==> config.mk <==
export PLATFORM = sky130hd
export DESIGN_NAME = id_ex_stage_reg_flat
export DESIGN_NICKNAME = d
export VERILOG_FILES = /design/src/rtl/id_ex_stage_reg_pkg.sv /design/src/rtl/id_ex_stage_reg_if.sv /design/src/rtl/id_ex_stage_reg_cond_check.sv /design/src/rtl/id_ex_stage_reg.sv /design/src/flat_wrapper.sv
export SDC_FILE = /design/constraint.sdc
export NUM_CORES = 1
export LEC_CHECK = 0
export BUFFER_PORTS_ARGS = -buffer_cell sky130_fd_sc_hd__buf_2
export CAP_MARGIN = 20
export CORE_AREA = 3 3 128 130
export CTS_CLUSTER_SIZE = 10
export DETAILED_ROUTE_END_ITERATION = 16
export DIE_AREA = 0 0 131 133
export GPL_TIMING_DRIVEN = 1
export HOLD_SLACK_MARGIN = 0.08
export PLACE_DENSITY = 0.78
export SETUP_SLACK_MARGIN = 0.2
export SLEW_MARGIN = 20
export SYNTH_ARGS = -nofsm -noshare
export SYNTH_HDL_FRONTEND = slang
export SYNTH_SLANG_ARGS = --single-unit
==> constraint.sdc <==
create_clock -name clk -period 5.7 [get_ports clk]
set_clock_uncertainty 0.2 [all_clocks]
set_input_delay 0.855 -clock clk [delete_from_list [all_inputs] [get_ports clk]]
set_output_delay 0.855 -clock clk [all_outputs]
set_load 0.1 [all_outputs]
==> src/rtl/id_ex_stage_reg_pkg.sv <==
// Shared definitions for the Sloth ID/EX stage: condition codes, EX command
// encodings, NZCV bit positions and the bubble control word.
package id_ex_stage_reg_pkg;

  // ARM condition field encodings (instruction bits [31:28])
  typedef enum logic [3:0] {
    COND_EQ = 4'b0000,
    COND_NE = 4'b0001,
    COND_CS = 4'b0010,
    COND_CC = 4'b0011,
    COND_MI = 4'b0100,
    COND_PL = 4'b0101,
    COND_VS = 4'b0110,
    COND_VC = 4'b0111,
    COND_HI = 4'b1000,
    COND_LS = 4'b1001,
    COND_GE = 4'b1010,
    COND_LT = 4'b1011,
    COND_GT = 4'b1100,
    COND_LE = 4'b1101,
    COND_AL = 4'b1110,
    COND_NV = 4'b1111
  } cond_e;

  // EX command encodings produced by the control unit. Several opcodes share
  // an ALU operation (CMP is a SUB, TST an AND, LDR/STR an address ADD).
  localparam logic [3:0] EX_NOP = 4'b0000;
  localparam logic [3:0] EX_MOV = 4'b0001;
  localparam logic [3:0] EX_ADD = 4'b0010;
  localparam logic [3:0] EX_ADC = 4'b0011;
  localparam logic [3:0] EX_SUB = 4'b0100;
  localparam logic [3:0] EX_SBC = 4'b0101;
  localparam logic [3:0] EX_AND = 4'b0110;
  localparam logic [3:0] EX_ORR = 4'b0111;
  localparam logic [3:0] EX_EOR = 4'b1000;
  localparam logic [3:0] EX_MVN = 4'b1001;
  localparam logic [3:0] EX_CMP = 4'b0100;
  localparam logic [3:0] EX_TST = 4'b0110;
  localparam logic [3:0] EX_LDR = 4'b0010;
  localparam logic [3:0] EX_STR = 4'b0010;

  // NZCV bit positions inside the 4-bit status word
  localparam int N_BIT = 3;
  localparam int Z_BIT = 2;
  localparam int C_BIT = 1;
  localparam int V_BIT = 0;

  // Registered control word travelling from ID into EX
  typedef struct packed {
    logic [3:0] ex_cmd;
    logic       mem_read;
    logic       mem_write;
    logic       wb_en;
    logic       b;
    logic       s;
  } ctrl_t;

  // A bubble must not write memory, registers, flags or redirect the PC
  localparam ctrl_t BUBBLE_CTRL = '{
    ex_cmd:    EX_NOP,
    mem_read:  1'b0,
    mem_write: 1'b0,
    wb_en:     1'b0,
    b:         1'b0,
    s:         1'b0
  };

  // True when the instruction sitting in EX will update NZCV
  function automatic logic flag_write(input logic valid, input logic s);
    return valid & s;
  endfunction

endpackage

==> src/rtl/id_ex_stage_reg_if.sv <==
// Bundle of the ID-side inputs, hazard/flush controls, ALU flag feedback and
// the registered EX-side outputs of the ID/EX stage register.
interface id_ex_stage_reg_if #(
  parameter int DATA_W = 32,
  parameter int REG_W  = 4
);

  // pipeline control
  logic              stall;
  logic              flush;
  logic              hazard;

  // instruction leaving decode
  logic              id_valid;
  logic [3:0]        id_cond;
  logic [3:0]        id_ex_cmd;
  logic              id_mem_read;
  logic              id_mem_write;
  logic              id_wb_en;
  logic              id_b;
  logic              id_s;
  logic [DATA_W-1:0] id_pc;
  logic [DATA_W-1:0] id_val_rn;
  logic [DATA_W-1:0] id_val_rm;
  logic              id_imm;
  logic [11:0]       id_shift_op;
  logic [23:0]       id_simm24;
  logic [REG_W-1:0]  id_dest;
  logic [REG_W-1:0]  id_src1;
  logic [REG_W-1:0]  id_src2;

  // flags computed by the ALU for the instruction currently in EX
  logic [3:0]        alu_status;

  // instruction entering execute
  logic              ex_valid;
  logic [3:0]        ex_ex_cmd;
  logic              ex_mem_read;
  logic              ex_mem_write;
  logic              ex_wb_en;
  logic              ex_b;
  logic              ex_s;
  logic [DATA_W-1:0] ex_pc;
  logic [DATA_W-1:0] ex_val_rn;
  logic [DATA_W-1:0] ex_val_rm;
  logic              ex_imm;
  logic [11:0]       ex_shift_op;
  logic [23:0]       ex_simm24;
  logic [REG_W-1:0]  ex_dest;
  logic [REG_W-1:0]  ex_src1;
  logic [REG_W-1:0]  ex_src2;

  // architectural flags and the ID condition result
  logic [3:0]        status;
  logic              cond_pass;

  // decode / hazard side: drives the stage inputs, observes its outputs
  modport master (
    output stall, flush, hazard,
    output id_valid, id_cond, id_ex_cmd, id_mem_read, id_mem_write,
    output id_wb_en, id_b, id_s, id_pc, id_val_rn, id_val_rm, id_imm,
    output id_shift_op, id_simm24, id_dest, id_src1, id_src2,
    output alu_status,
    input  ex_valid, ex_ex_cmd, ex_mem_read, ex_mem_write, ex_wb_en,
    input  ex_b, ex_s, ex_pc, ex_val_rn, ex_val_rm, ex_imm, ex_shift_op,
    input  ex_simm24, ex_dest, ex_src1, ex_src2,
    input  status, cond_pass
  );

  // the stage register itself
  modport slave (
    input  stall, flush, hazard,
    input  id_valid, id_cond, id_ex_cmd, id_mem_read, id_mem_write,
    input  id_wb_en, id_b, id_s, id_pc, id_val_rn, id_val_rm, id_imm,
    input  id_shift_op, id_simm24, id_dest, id_src1, id_src2,
    input  alu_status,
    output ex_valid, ex_ex_cmd, ex_mem_read, ex_mem_write, ex_wb_en,
    output ex_b, ex_s, ex_pc, ex_val_rn, ex_val_rm, ex_imm, ex_shift_op,
    output ex_simm24, ex_dest, ex_src1, ex_src2,
    output status, cond_pass
  );

endinterface

==> src/rtl/id_ex_stage_reg_cond_check.sv <==
// Purely combinational ARM condition evaluator. Shared with the branch unit,
// so it takes the flag word explicitly rather than reading any register.
module cond_check
  import id_ex_stage_reg_pkg::*;
(
  input  logic [3:0] cond,
  input  logic [3:0] nzcv,
  output logic       pass
);

  logic n;
  logic z;
  logic c;
  logic v;

  assign n = nzcv[N_BIT];
  assign z = nzcv[Z_BIT];
  assign c = nzcv[C_BIT];
  assign v = nzcv[V_BIT];

  // Decode the condition field against the supplied flags; NV never passes
  always_comb begin
    pass = 1'b0;
    case (cond_e'(cond))
      COND_EQ: pass = z;
      COND_NE: pass = ~z;
      COND_CS: pass = c;
      COND_CC: pass = ~c;
      COND_MI: pass = n;
      COND_PL: pass = ~n;
      COND_VS: pass = v;
      COND_VC: pass = ~v;
      COND_HI: pass = c & ~z;
      COND_LS: pass = ~c | z;
      COND_GE: pass = (n == v);
      COND_LT: pass = (n != v);
      COND_GT: pass = ~z & (n == v);
      COND_LE: pass = z | (n != v);
      COND_AL: pass = 1'b1;
      COND_NV: pass = 1'b0;
      default: pass = 1'b0;
    endcase
  end

endmodule

==> src/rtl/id_ex_stage_reg.sv <==
// ID/EX pipeline register of the Sloth core. Owns NZCV, evaluates the ID
// instruction's condition (with flag forwarding from EX) and turns failed,
// flushed, hazarded or empty slots into bubbles before they reach EX.
module id_ex_stage_reg
  import id_ex_stage_reg_pkg::*;
#(
  parameter int DATA_W = 32,
  parameter int REG_W  = 4
) (
  input logic              clk,
  input logic              rst_n,
  id_ex_stage_reg_if.slave bus
);

  // stage-1 state: valid, control word, operand fields, flags
  logic              vld_p1;
  ctrl_t             ctrl_p1;
  logic [DATA_W-1:0] pc_p1;
  logic [DATA_W-1:0] val_rn_p1;
  logic [DATA_W-1:0] val_rm_p1;
  logic              imm_p1;
  logic [11:0]       shift_op_p1;
  logic [23:0]       simm24_p1;
  logic [REG_W-1:0]  dest_p1;
  logic [REG_W-1:0]  src1_p1;
  logic [REG_W-1:0]  src2_p1;
  logic [3:0]        status_q;

  // stage-0 (ID side) combinational signals
  logic              ex_flag_write;
  logic [3:0]        eff_flags;
  logic              pass;
  logic              load_live;
  ctrl_t             id_ctrl;
  ctrl_t             ctrl_d;

  // A flag-setting instruction in EX has not written status yet, so the
  // ID instruction must see its ALU flags directly.
  assign ex_flag_write = flag_write(vld_p1, ctrl_p1.s);
  assign eff_flags     = ex_flag_write ? bus.alu_status : status_q;

  cond_check u_cond_check (
    .cond (bus.id_cond),
    .nzcv (eff_flags),
    .pass (pass)
  );

  // Choose between the decoded control word and a bubble
  always_comb begin
    id_ctrl   = '{
      ex_cmd:    bus.id_ex_cmd,
      mem_read:  bus.id_mem_read,
      mem_write: bus.id_mem_write,
      wb_en:     bus.id_wb_en,
      b:         bus.id_b,
      s:         bus.id_s
    };
    load_live = bus.id_valid & pass & ~bus.flush & ~bus.hazard;
    ctrl_d    = load_live ? id_ctrl : BUBBLE_CTRL;
  end

  // ---- ID -> EX boundary ----

  // Control half of the stage: stall holds, otherwise live word or bubble
  always_ff @(posedge clk or negedge rst_n) begin
    if (!rst_n) begin
      vld_p1  <= 1'b0;
      ctrl_p1 <= BUBBLE_CTRL;
    end else if (!bus.stall) begin
      vld_p1  <= load_live;
      ctrl_p1 <= ctrl_d;
    end
  end

  // Operand half: loads whenever not stalled, even for bubbles
  always_ff @(posedge clk or negedge rst_n) begin
    if (!rst_n) begin
      pc_p1       <= '0;
      val_rn_p1   <= '0;
      val_rm_p1   <= '0;
      imm_p1      <= 1'b0;
      shift_op_p1 <= '0;
      simm24_p1   <= '0;
      dest_p1     <= '0;
      src1_p1     <= '0;
      src2_p1     <= '0;
    end else if (!bus.stall) begin
      pc_p1       <= bus.id_pc;
      val_rn_p1   <= bus.id_val_rn;
      val_rm_p1   <= bus.id_val_rm;
      imm_p1      <= bus.id_imm;
      shift_op_p1 <= bus.id_shift_op;
      simm24_p1   <= bus.id_simm24;
      dest_p1     <= bus.id_dest;
      src1_p1     <= bus.id_src1;
      src2_p1     <= bus.id_src2;
    end
  end

  // Commit EX flags; flush does not block it because EX is the older,
  // architecturally live instruction
  always_ff @(posedge clk or negedge rst_n) begin
    if (!rst_n) begin
      status_q <= 4'b0000;
    end else if (ex_flag_write && !bus.stall) begin
      status_q <= bus.alu_status;
    end
  end

  assign bus.ex_valid     = vld_p1;
  assign bus.ex_ex_cmd    = ctrl_p1.ex_cmd;
  assign bus.ex_mem_read  = ctrl_p1.mem_read;
  assign bus.ex_mem_write = ctrl_p1.mem_write;
  assign bus.ex_wb_en     = ctrl_p1.wb_en;
  assign bus.ex_b         = ctrl_p1.b;
  assign bus.ex_s         = ctrl_p1.s;
  assign bus.ex_pc        = pc_p1;
  assign bus.ex_val_rn    = val_rn_p1;
  assign bus.ex_val_rm    = val_rm_p1;
  assign bus.ex_imm       = imm_p1;
  assign bus.ex_shift_op  = shift_op_p1;
  assign bus.ex_simm24    = simm24_p1;
  assign bus.ex_dest      = dest_p1;
  assign bus.ex_src1      = src1_p1;
  assign bus.ex_src2      = src2_p1;
  assign bus.status       = status_q;
  assign bus.cond_pass    = pass;

endmodule

==> src/flat_wrapper.sv <==
// flat-port wrapper written by rule: the top's interface ports become plain ports
module id_ex_stage_reg_flat import id_ex_stage_reg_pkg::*;
#(
  parameter int DATA_W = 32,
  parameter int REG_W  = 4
)
  (clk, rst_n, bus_stall, bus_flush, bus_hazard, bus_id_valid, bus_id_cond, bus_id_ex_cmd, bus_id_mem_read, bus_id_mem_write, bus_id_wb_en, bus_id_b, bus_id_s, bus_id_pc, bus_id_val_rn, bus_id_val_rm, bus_id_imm, bus_id_shift_op, bus_id_simm24, bus_id_dest, bus_id_src1, bus_id_src2, bus_alu_status, bus_ex_valid, bus_ex_ex_cmd, bus_ex_mem_read, bus_ex_mem_write, bus_ex_wb_en, bus_ex_b, bus_ex_s, bus_ex_pc, bus_ex_val_rn, bus_ex_val_rm, bus_ex_imm, bus_ex_shift_op, bus_ex_simm24, bus_ex_dest, bus_ex_src1, bus_ex_src2, bus_status, bus_cond_pass);
  id_ex_stage_reg_if #(.DATA_W(DATA_W), .REG_W(REG_W)) bus_i ();
  input logic clk;
  input logic rst_n;
  input wire logic [$bits(bus_i.stall)-1:0] bus_stall;
  input wire logic [$bits(bus_i.flush)-1:0] bus_flush;
  input wire logic [$bits(bus_i.hazard)-1:0] bus_hazard;
  input wire logic [$bits(bus_i.id_valid)-1:0] bus_id_valid;
  input wire logic [$bits(bus_i.id_cond)-1:0] bus_id_cond;
  input wire logic [$bits(bus_i.id_ex_cmd)-1:0] bus_id_ex_cmd;
  input wire logic [$bits(bus_i.id_mem_read)-1:0] bus_id_mem_read;
  input wire logic [$bits(bus_i.id_mem_write)-1:0] bus_id_mem_write;
  input wire logic [$bits(bus_i.id_wb_en)-1:0] bus_id_wb_en;
  input wire logic [$bits(bus_i.id_b)-1:0] bus_id_b;
  input wire logic [$bits(bus_i.id_s)-1:0] bus_id_s;
  input wire logic [$bits(bus_i.id_pc)-1:0] bus_id_pc;
  input wire logic [$bits(bus_i.id_val_rn)-1:0] bus_id_val_rn;
  input wire logic [$bits(bus_i.id_val_rm)-1:0] bus_id_val_rm;
  input wire logic [$bits(bus_i.id_imm)-1:0] bus_id_imm;
  input wire logic [$bits(bus_i.id_shift_op)-1:0] bus_id_shift_op;
  input wire logic [$bits(bus_i.id_simm24)-1:0] bus_id_simm24;
  input wire logic [$bits(bus_i.id_dest)-1:0] bus_id_dest;
  input wire logic [$bits(bus_i.id_src1)-1:0] bus_id_src1;
  input wire logic [$bits(bus_i.id_src2)-1:0] bus_id_src2;
  input wire logic [$bits(bus_i.alu_status)-1:0] bus_alu_status;
  output wire logic [$bits(bus_i.ex_valid)-1:0] bus_ex_valid;
  output wire logic [$bits(bus_i.ex_ex_cmd)-1:0] bus_ex_ex_cmd;
  output wire logic [$bits(bus_i.ex_mem_read)-1:0] bus_ex_mem_read;
  output wire logic [$bits(bus_i.ex_mem_write)-1:0] bus_ex_mem_write;
  output wire logic [$bits(bus_i.ex_wb_en)-1:0] bus_ex_wb_en;
  output wire logic [$bits(bus_i.ex_b)-1:0] bus_ex_b;
  output wire logic [$bits(bus_i.ex_s)-1:0] bus_ex_s;
  output wire logic [$bits(bus_i.ex_pc)-1:0] bus_ex_pc;
  output wire logic [$bits(bus_i.ex_val_rn)-1:0] bus_ex_val_rn;
  output wire logic [$bits(bus_i.ex_val_rm)-1:0] bus_ex_val_rm;
  output wire logic [$bits(bus_i.ex_imm)-1:0] bus_ex_imm;
  output wire logic [$bits(bus_i.ex_shift_op)-1:0] bus_ex_shift_op;
  output wire logic [$bits(bus_i.ex_simm24)-1:0] bus_ex_simm24;
  output wire logic [$bits(bus_i.ex_dest)-1:0] bus_ex_dest;
  output wire logic [$bits(bus_i.ex_src1)-1:0] bus_ex_src1;
  output wire logic [$bits(bus_i.ex_src2)-1:0] bus_ex_src2;
  output wire logic [$bits(bus_i.status)-1:0] bus_status;
  output wire logic [$bits(bus_i.cond_pass)-1:0] bus_cond_pass;
  assign bus_i.stall = bus_stall;
  assign bus_i.flush = bus_flush;
  assign bus_i.hazard = bus_hazard;
  assign bus_i.id_valid = bus_id_valid;
  assign bus_i.id_cond = bus_id_cond;
  assign bus_i.id_ex_cmd = bus_id_ex_cmd;
  assign bus_i.id_mem_read = bus_id_mem_read;
  assign bus_i.id_mem_write = bus_id_mem_write;
  assign bus_i.id_wb_en = bus_id_wb_en;
  assign bus_i.id_b = bus_id_b;
  assign bus_i.id_s = bus_id_s;
  assign bus_i.id_pc = bus_id_pc;
  assign bus_i.id_val_rn = bus_id_val_rn;
  assign bus_i.id_val_rm = bus_id_val_rm;
  assign bus_i.id_imm = bus_id_imm;
  assign bus_i.id_shift_op = bus_id_shift_op;
  assign bus_i.id_simm24 = bus_id_simm24;
  assign bus_i.id_dest = bus_id_dest;
  assign bus_i.id_src1 = bus_id_src1;
  assign bus_i.id_src2 = bus_id_src2;
  assign bus_i.alu_status = bus_alu_status;
  assign bus_ex_valid = bus_i.ex_valid;
  assign bus_ex_ex_cmd = bus_i.ex_ex_cmd;
  assign bus_ex_mem_read = bus_i.ex_mem_read;
  assign bus_ex_mem_write = bus_i.ex_mem_write;
  assign bus_ex_wb_en = bus_i.ex_wb_en;
  assign bus_ex_b = bus_i.ex_b;
  assign bus_ex_s = bus_i.ex_s;
  assign bus_ex_pc = bus_i.ex_pc;
  assign bus_ex_val_rn = bus_i.ex_val_rn;
  assign bus_ex_val_rm = bus_i.ex_val_rm;
  assign bus_ex_imm = bus_i.ex_imm;
  assign bus_ex_shift_op = bus_i.ex_shift_op;
  assign bus_ex_simm24 = bus_i.ex_simm24;
  assign bus_ex_dest = bus_i.ex_dest;
  assign bus_ex_src1 = bus_i.ex_src1;
  assign bus_ex_src2 = bus_i.ex_src2;
  assign bus_status = bus_i.status;
  assign bus_cond_pass = bus_i.cond_pass;
  id_ex_stage_reg #(.DATA_W(DATA_W), .REG_W(REG_W)) u_core (.clk(clk), .rst_n(rst_n), .bus(bus_i));
endmodule
# Word level (Yosys, flattened, before mapping)
# Index checks and enable logic that the tools add are counted.
# word_totals
regBits	159
input_bits	168
out_inout_bits	160
elab_cells	54
# classes
n_eq_ne	17
n_mux	3
n_bitwise	14
reduce_logical	3
# op_table
cell	count
== test 4 bit (second input constant)	8
== test 4 x 3 -> 1 bit (second input constant)	4
case mux 1 bit (16 select lines)	1
two-way mux 9 bit	1
== test 4 x 2 -> 1 bit (second input constant)	2
AND 1 bit	6
NOT 1 bit	6
== test 4 x 1 -> 1 bit (second input constant)	1
logical NOT 4 bit	1
two-way mux 4 bit	1
bitwise OR 1 bit	2
== test 1 bit	1
logical AND 1 bit	1
logical NOT 1 bit	1
inequality test 1 bit	1

# Logic depth before layout (Yosys ltp)
# depth
word_depth	9
depth_mapped	8
mapped_depth_nobuf	6

# Cells and area by module
# A second synthesis with hierarchy kept.
# hier_totals
hier_cells	386
hier_area_um2	6213.5
# modules_own_cells
module	n_inst	cells_per_inst	area_per_inst_um2	seq_area_each_um2
id_ex_stage_reg	1	363	6058.3	3978.8
cond_check	1	23	155.1	0.0

# Worst setup path before layout
# Ideal clock, no wire load.
# synth_timing
path_kind	register to output
start	register u_core.vld_p1 (netlist: u_core.bus.ex_valid)
end	output bus_cond_pass
t_arrival_ns	3.001
t_required_ns	4.645
setup_slack_ns	1.644
path_stages_with_launch	8
path_buffers	1
cell_sequence	dfrtp_1 > nand2_2 > mux2_4 > or4b_1 > nand4_1 > o31ai_2 > buf_6 > inv_1
# synth_between
elab_chain_cells	5
elab_cells_between_ends	13
classes_between	eq/ne (2); mux (2); bitwise (9)
# synth_rtl
element	line	text
from (decl)	id_ex_stage_reg.sv:16	logic vld_p1;
from (signal assigned)	id_ex_stage_reg.sv:70	vld_p1 <= load_live;
AND 1 bit (*)	id_ex_stage_reg_pkg.sv:70	return valid & s;
two-way mux 4 bit (*)	id_ex_stage_reg.sv:40	assign eff_flags = ex_flag_write ? bus.alu_status : status_q;
inequality test 1 bit, or another cell as far along	id_ex_stage_reg_cond_check.sv:36, id_ex_stage_reg_cond_check.sv:38	
bitwise OR 1 bit, or another cell as far along	id_ex_stage_reg_cond_check.sv:38	COND_LE: pass = z | (n != v);
case mux 1 bit (16 select lines) (*)	id_ex_stage_reg_cond_check.sv:24	case (cond_e'(cond))
to (decl)	flat_wrapper.sv:49	output wire logic [$bits(bus_i.cond_pass)-1:0] bus_cond_pass;
# Every way passes the cells marked *; elsewhere a longest branch is shown, timed or not.

# Worst setup path after layout
# layout_timing
start	input bus_alu_status[3]
end	output bus_cond_pass
# layout_between
elab_chain_cells	4
elab_cells_between_ends	7
classes_between	eq/ne (2); mux (2); bitwise (3)
# layout_rtl
element	line	text
from (decl)	flat_wrapper.sv:31	input wire logic [$bits(bus_i.alu_status)-1:0] bus_alu_status;
two-way mux 4 bit (*)	id_ex_stage_reg.sv:40	
inequality test 1 bit / == test 1 bit (equally long branches)	-	
bitwise OR 1 bit / AND 1 bit (equally long branches)	id_ex_stage_reg_cond_check.sv:38, id_ex_stage_reg_cond_check.sv:37	
case mux 1 bit (16 select lines) (*)	id_ex_stage_reg_cond_check.sv:24	
# Marked as above.

==> summary.txt <==
Floorplan
  • Placement row count: 45
  • Die area: 17420 µm²
  • I/O pin count: 328
  • Width of the die: 131 µm
  • Initial Utilization: 40.71%
  • Die height: 133 µm
  • CORE AREA: 15260 µm²

GRT
  • Antenna violations before repair: 0
  • Met1 track demand over resource in global routing: 18.47%
  • Most utilized layer in the global route result: met2
  • GRT Overall Usage: 16.81%
  • Global routing usage on met2: 29.63%
  • Total gr overflow: 0
  • Met3 usage in global routing: 5.935%
  • Number of global-route vias before repair: 4648
  • Maximum number of pins on one net before global-route repair: 82
  • Wire length of the first global-routing pass: 23000 µm

Synthesis
  • Synthesized-area fraction occupied by xor and xnor cells: 0.2820%
  • Area fraction in compound gates after synthesis: 3.586%
  • Average instance area after synthesis: 15.76 µm²
  • Synth area leader: sky130_fd_sc_hd__dfrtp_1
  • Number of cells produced by synthesis: 394
  • Leading post-synthesis cells by cell area: sky130_fd_sc_hd__dfrtp_1 64%, sky130_fd_sc_hd__mux2_2 27%, sky130_fd_sc_hd__o31ai_2 1.6%, sky130_fd_sc_hd__clkbuf_1 1.0%, sky130_fd_sc_hd__nand2_1 0.79%
  • Multiplexer area fraction after synthesis: 28.00%
  • EDFF count, synth: 0
  • Area share of and/or/nand/nor cells after synthesis: 2.075%
  • Largest family of logic cells by synthesized area: multiplexers
  • Count of cell types in the netlist: 33
  • Synth cell count leaders: 159 x sky130_fd_sc_hd__dfrtp_1, 149 x sky130_fd_sc_hd__mux2_2, 17 x sky130_fd_sc_hd__clkbuf_1
  • Sequential area share after synthesis: 64.06%
  • Total standard cell area after synthesis: 6211 µm²
  • Adder and majority cell fraction of the synthesized area: 0%
  • Area share of the leading cell type in the synthesized netlist: 64.06%
  • Total of flip-flops plus latches after synthesis: 159
  • Primary FF master, synth: sky130_fd_sc_hd__dfrtp_1
  • Share of synthesized registers carrying an async set or reset: 100.0%
  • YS warnings: 0
  • Post-synth net total: 562
  • Most used standard cell by instance count after synthesis: sky130_fd_sc_hd__dfrtp_1

Power and ir drop
  • Cell-internal power: 2.205 mW
  • Overall power: 3.691 mW
  • Sequential share of power: 34.8%
  • Switching power: 1.486 mW
  • Total power divided by cell area: 423.6 nW/µm²
  • Fraction of power spent switching nets: 40.25%
  • Leakage power: 4.322 nW
  • Largest voltage drop on the vdd net: 243.9 µV
  • Part of the power in combinational logic: 32.0%
  • Share of total power in the clock network: 33.2%

Detailed routing
  • Initial DRC count: 175
  • Iteration count of the initial detailed-routing pass: 4
  • Detailed-route wire length: 15060 µm
  • Via Count: 4445
  • Mean routed wirelength per cell: 15.89 µm
  • Number of DRC violations after detailed routing: 0
  • Number of vias per cell after detailed routing: 4.689
  • ANT nets after route: 0

Setup path
  • Dominant delay contributor by cell family on the critical path: simple AND/OR/NAND/NOR gates
  • CP Cell Sequence: buf_2 -> xnor2_1 -> mux2_4 -> or4b_1 -> nand4_1 -> o31ai_2 -> inv_1 -> buf_2
  • Largest stage delay, worst path: 0.50 ns
  • Reg-to-reg startpoint: u_core.bus.ex_s
  • Arrival time reported for the critical path endpoint: 2.57 ns
  • Worst Path Buf+Inv: 3
  • Highest fanout seen on the critical path: 3
  • Crit-path slowest cell: sky130_fd_sc_hd__or4b_1
  • Startpoint kind of the worst setup timing path: primary input
  • Required time worst endpoint: 4.64 ns
  • Most frequent CP cell: sky130_fd_sc_hd__buf_2
  • Worst setup EP type: output port
  • Critical path type: primary input to output port
  • Critical path origin: bus_alu_status[3]

Flow run
  • Count of max-cap constraint violations: 0

Final layout
  • Diode count: 0
  • Layout cells sized above 1: 71.37%
  • Number of nets in the layout: 892
  • Layout-stage area growth over the synthesis result: 40.29%

Run status
  • Run status: complete, no violations

Clock tree
  • CTS HTree Levels: 4
  • Quantity of hold-fixing buffers added after cts: 0
  • Post-CTS repair timing setup buffer count: 0
  • Buffer depth of the longest clock path: 2
  • Skew-Pair Late Insertion Delay: 0.40 ns
  • Number of CTS-inserted buffers: 17
  • Master cell of the clock root buffer: sky130_fd_sc_hd__clkbuf_16
  • Post-cts sizing count: 0
  • Clock transition time at the flip-flop clock pins of the worst setup and hold paths: 0.07 ns
  • Clock tree from TritonCTS: built
  • Clock sinks: 159

Place
  • Count of buffers from port buffering: 327
  • Post-detailed-placement half-perimeter wirelength: 11370 µm
  • GPL Wtd Cong: 0.8026

STA
  • Tmin final: 3.630 ns
  • Actual transition at the worst max-transition pin: 0.9833 ns
  • Final Hold Vio Count: 0
  • Max Transition Viols Final: 0
  • Setup TNS Final: 0 ns
  • Unrepaired setup endpoints after global routing: false
  • Headroom to the max-slew limit: 34.45%
  • Final worst path period share: 63.68%
  • Worst Hold Slack: 0.1580 ns
  • Final setup fails: 0
  • Max frequency: 275.5 MHz

Hold path
  • Worst hold path type: primary input to async pin
registers in the layout, summed over array words and instances, names as in the netlist, 4 cells and up:
signal                  cells
u_core.bus.ex_src1          4
u_core.bus.ex_shift_op     12
u_core.bus.ex_val_rn       32
u_core.bus.ex_ex_cmd        4
u_core.bus.ex_dest          4
u_core.bus.status           4
u_core.bus.ex_pc           32
u_core.bus.ex_simm24       24
u_core.bus.ex_val_rm       32
u_core.bus.ex_src2          4
layout make-up:
class	count	area, µm²
clock inverter	14	202.7
inverter	11	41.29
fill	1274	6545
tap	211	264.0
clock buffer	18	439.2
sequential	159	3979
multi-input combinational	204	2108
timing repair buffer	331	1679
final timing paths:
check / endpoint / slack (ns) / depth (start not counted)
setup / recovery: bus_cond_pass / 2.07 / 8
hold / removal: u_core.bus.ex_val_rn[24] / 0.16 / 1
setup reg to reg: u_core.bus.ex_ex_cmd[3] / 3.30 / 7
hold reg to reg: u_core.bus.ex_ex_cmd[3] / 0.28 / 2
max in group asynchronous: u_core.bus.ex_shift_op[3] / 4.01 / 2
min in group clk: u_core.bus.ex_ex_cmd[3] / 0.28 / 2
power groups by stage:
stage	clock, mW	sequential [mW]	combinational [mW]
floorplan	0	2.09	0.158
global placement	0	1.30	1.18
detailed placement	0	1.31	1.19
CTS	1.25	1.29	1.19
global route	1.30	1.30	1.22
finish	1.22	1.28	1.18
metal layers:
| layer | share of wire (%) | vias up |
|---|---|---|
| met4 | 1.6 | 0 |
| met1 | 37 | 2172 |
| met5 | 0 | - |
| li1 | - | 2055 |
| met3 | 8.4 | 21 |
| met2 | 53 | 197 |
kinds of logic (layout without fill, tap and decap cells):
family / count (synthesis) / count (layout)
and+or+nand+nor: 26 / 26
xor gates and xnor gates: 2 / 2
DFF: 159 / 159
muxes: 153 / 153
buffers and inverters: 31 / 374
AOI/OAI and AO/OA: 23 / 23
stage by stage:
stage               cell area, µm²  utilization (%)  worst slack (ns)  instances
floorplan                     6211                -             1.644        394
global placement              8071            52.90             2.091        916
detailed placement            8071            52.90             2.070        916
CTS                           8713            57.11             2.066        948
global route                  8713            57.11             1.993        948
finish                        8713            57.11             2.070        948
cell usage in the layout, fill, tap and decap left out, drive strengths merged, types with 3 or more instances in the layout:
master,count
buf,331
dfrtp,159
mux2,150
clkbuf,18
inv,16
nand2,14
o31ai,10
bufinv,4
nor2,3
a21oi,3
clkinv,3
Power figures use the tool's default switching activity.
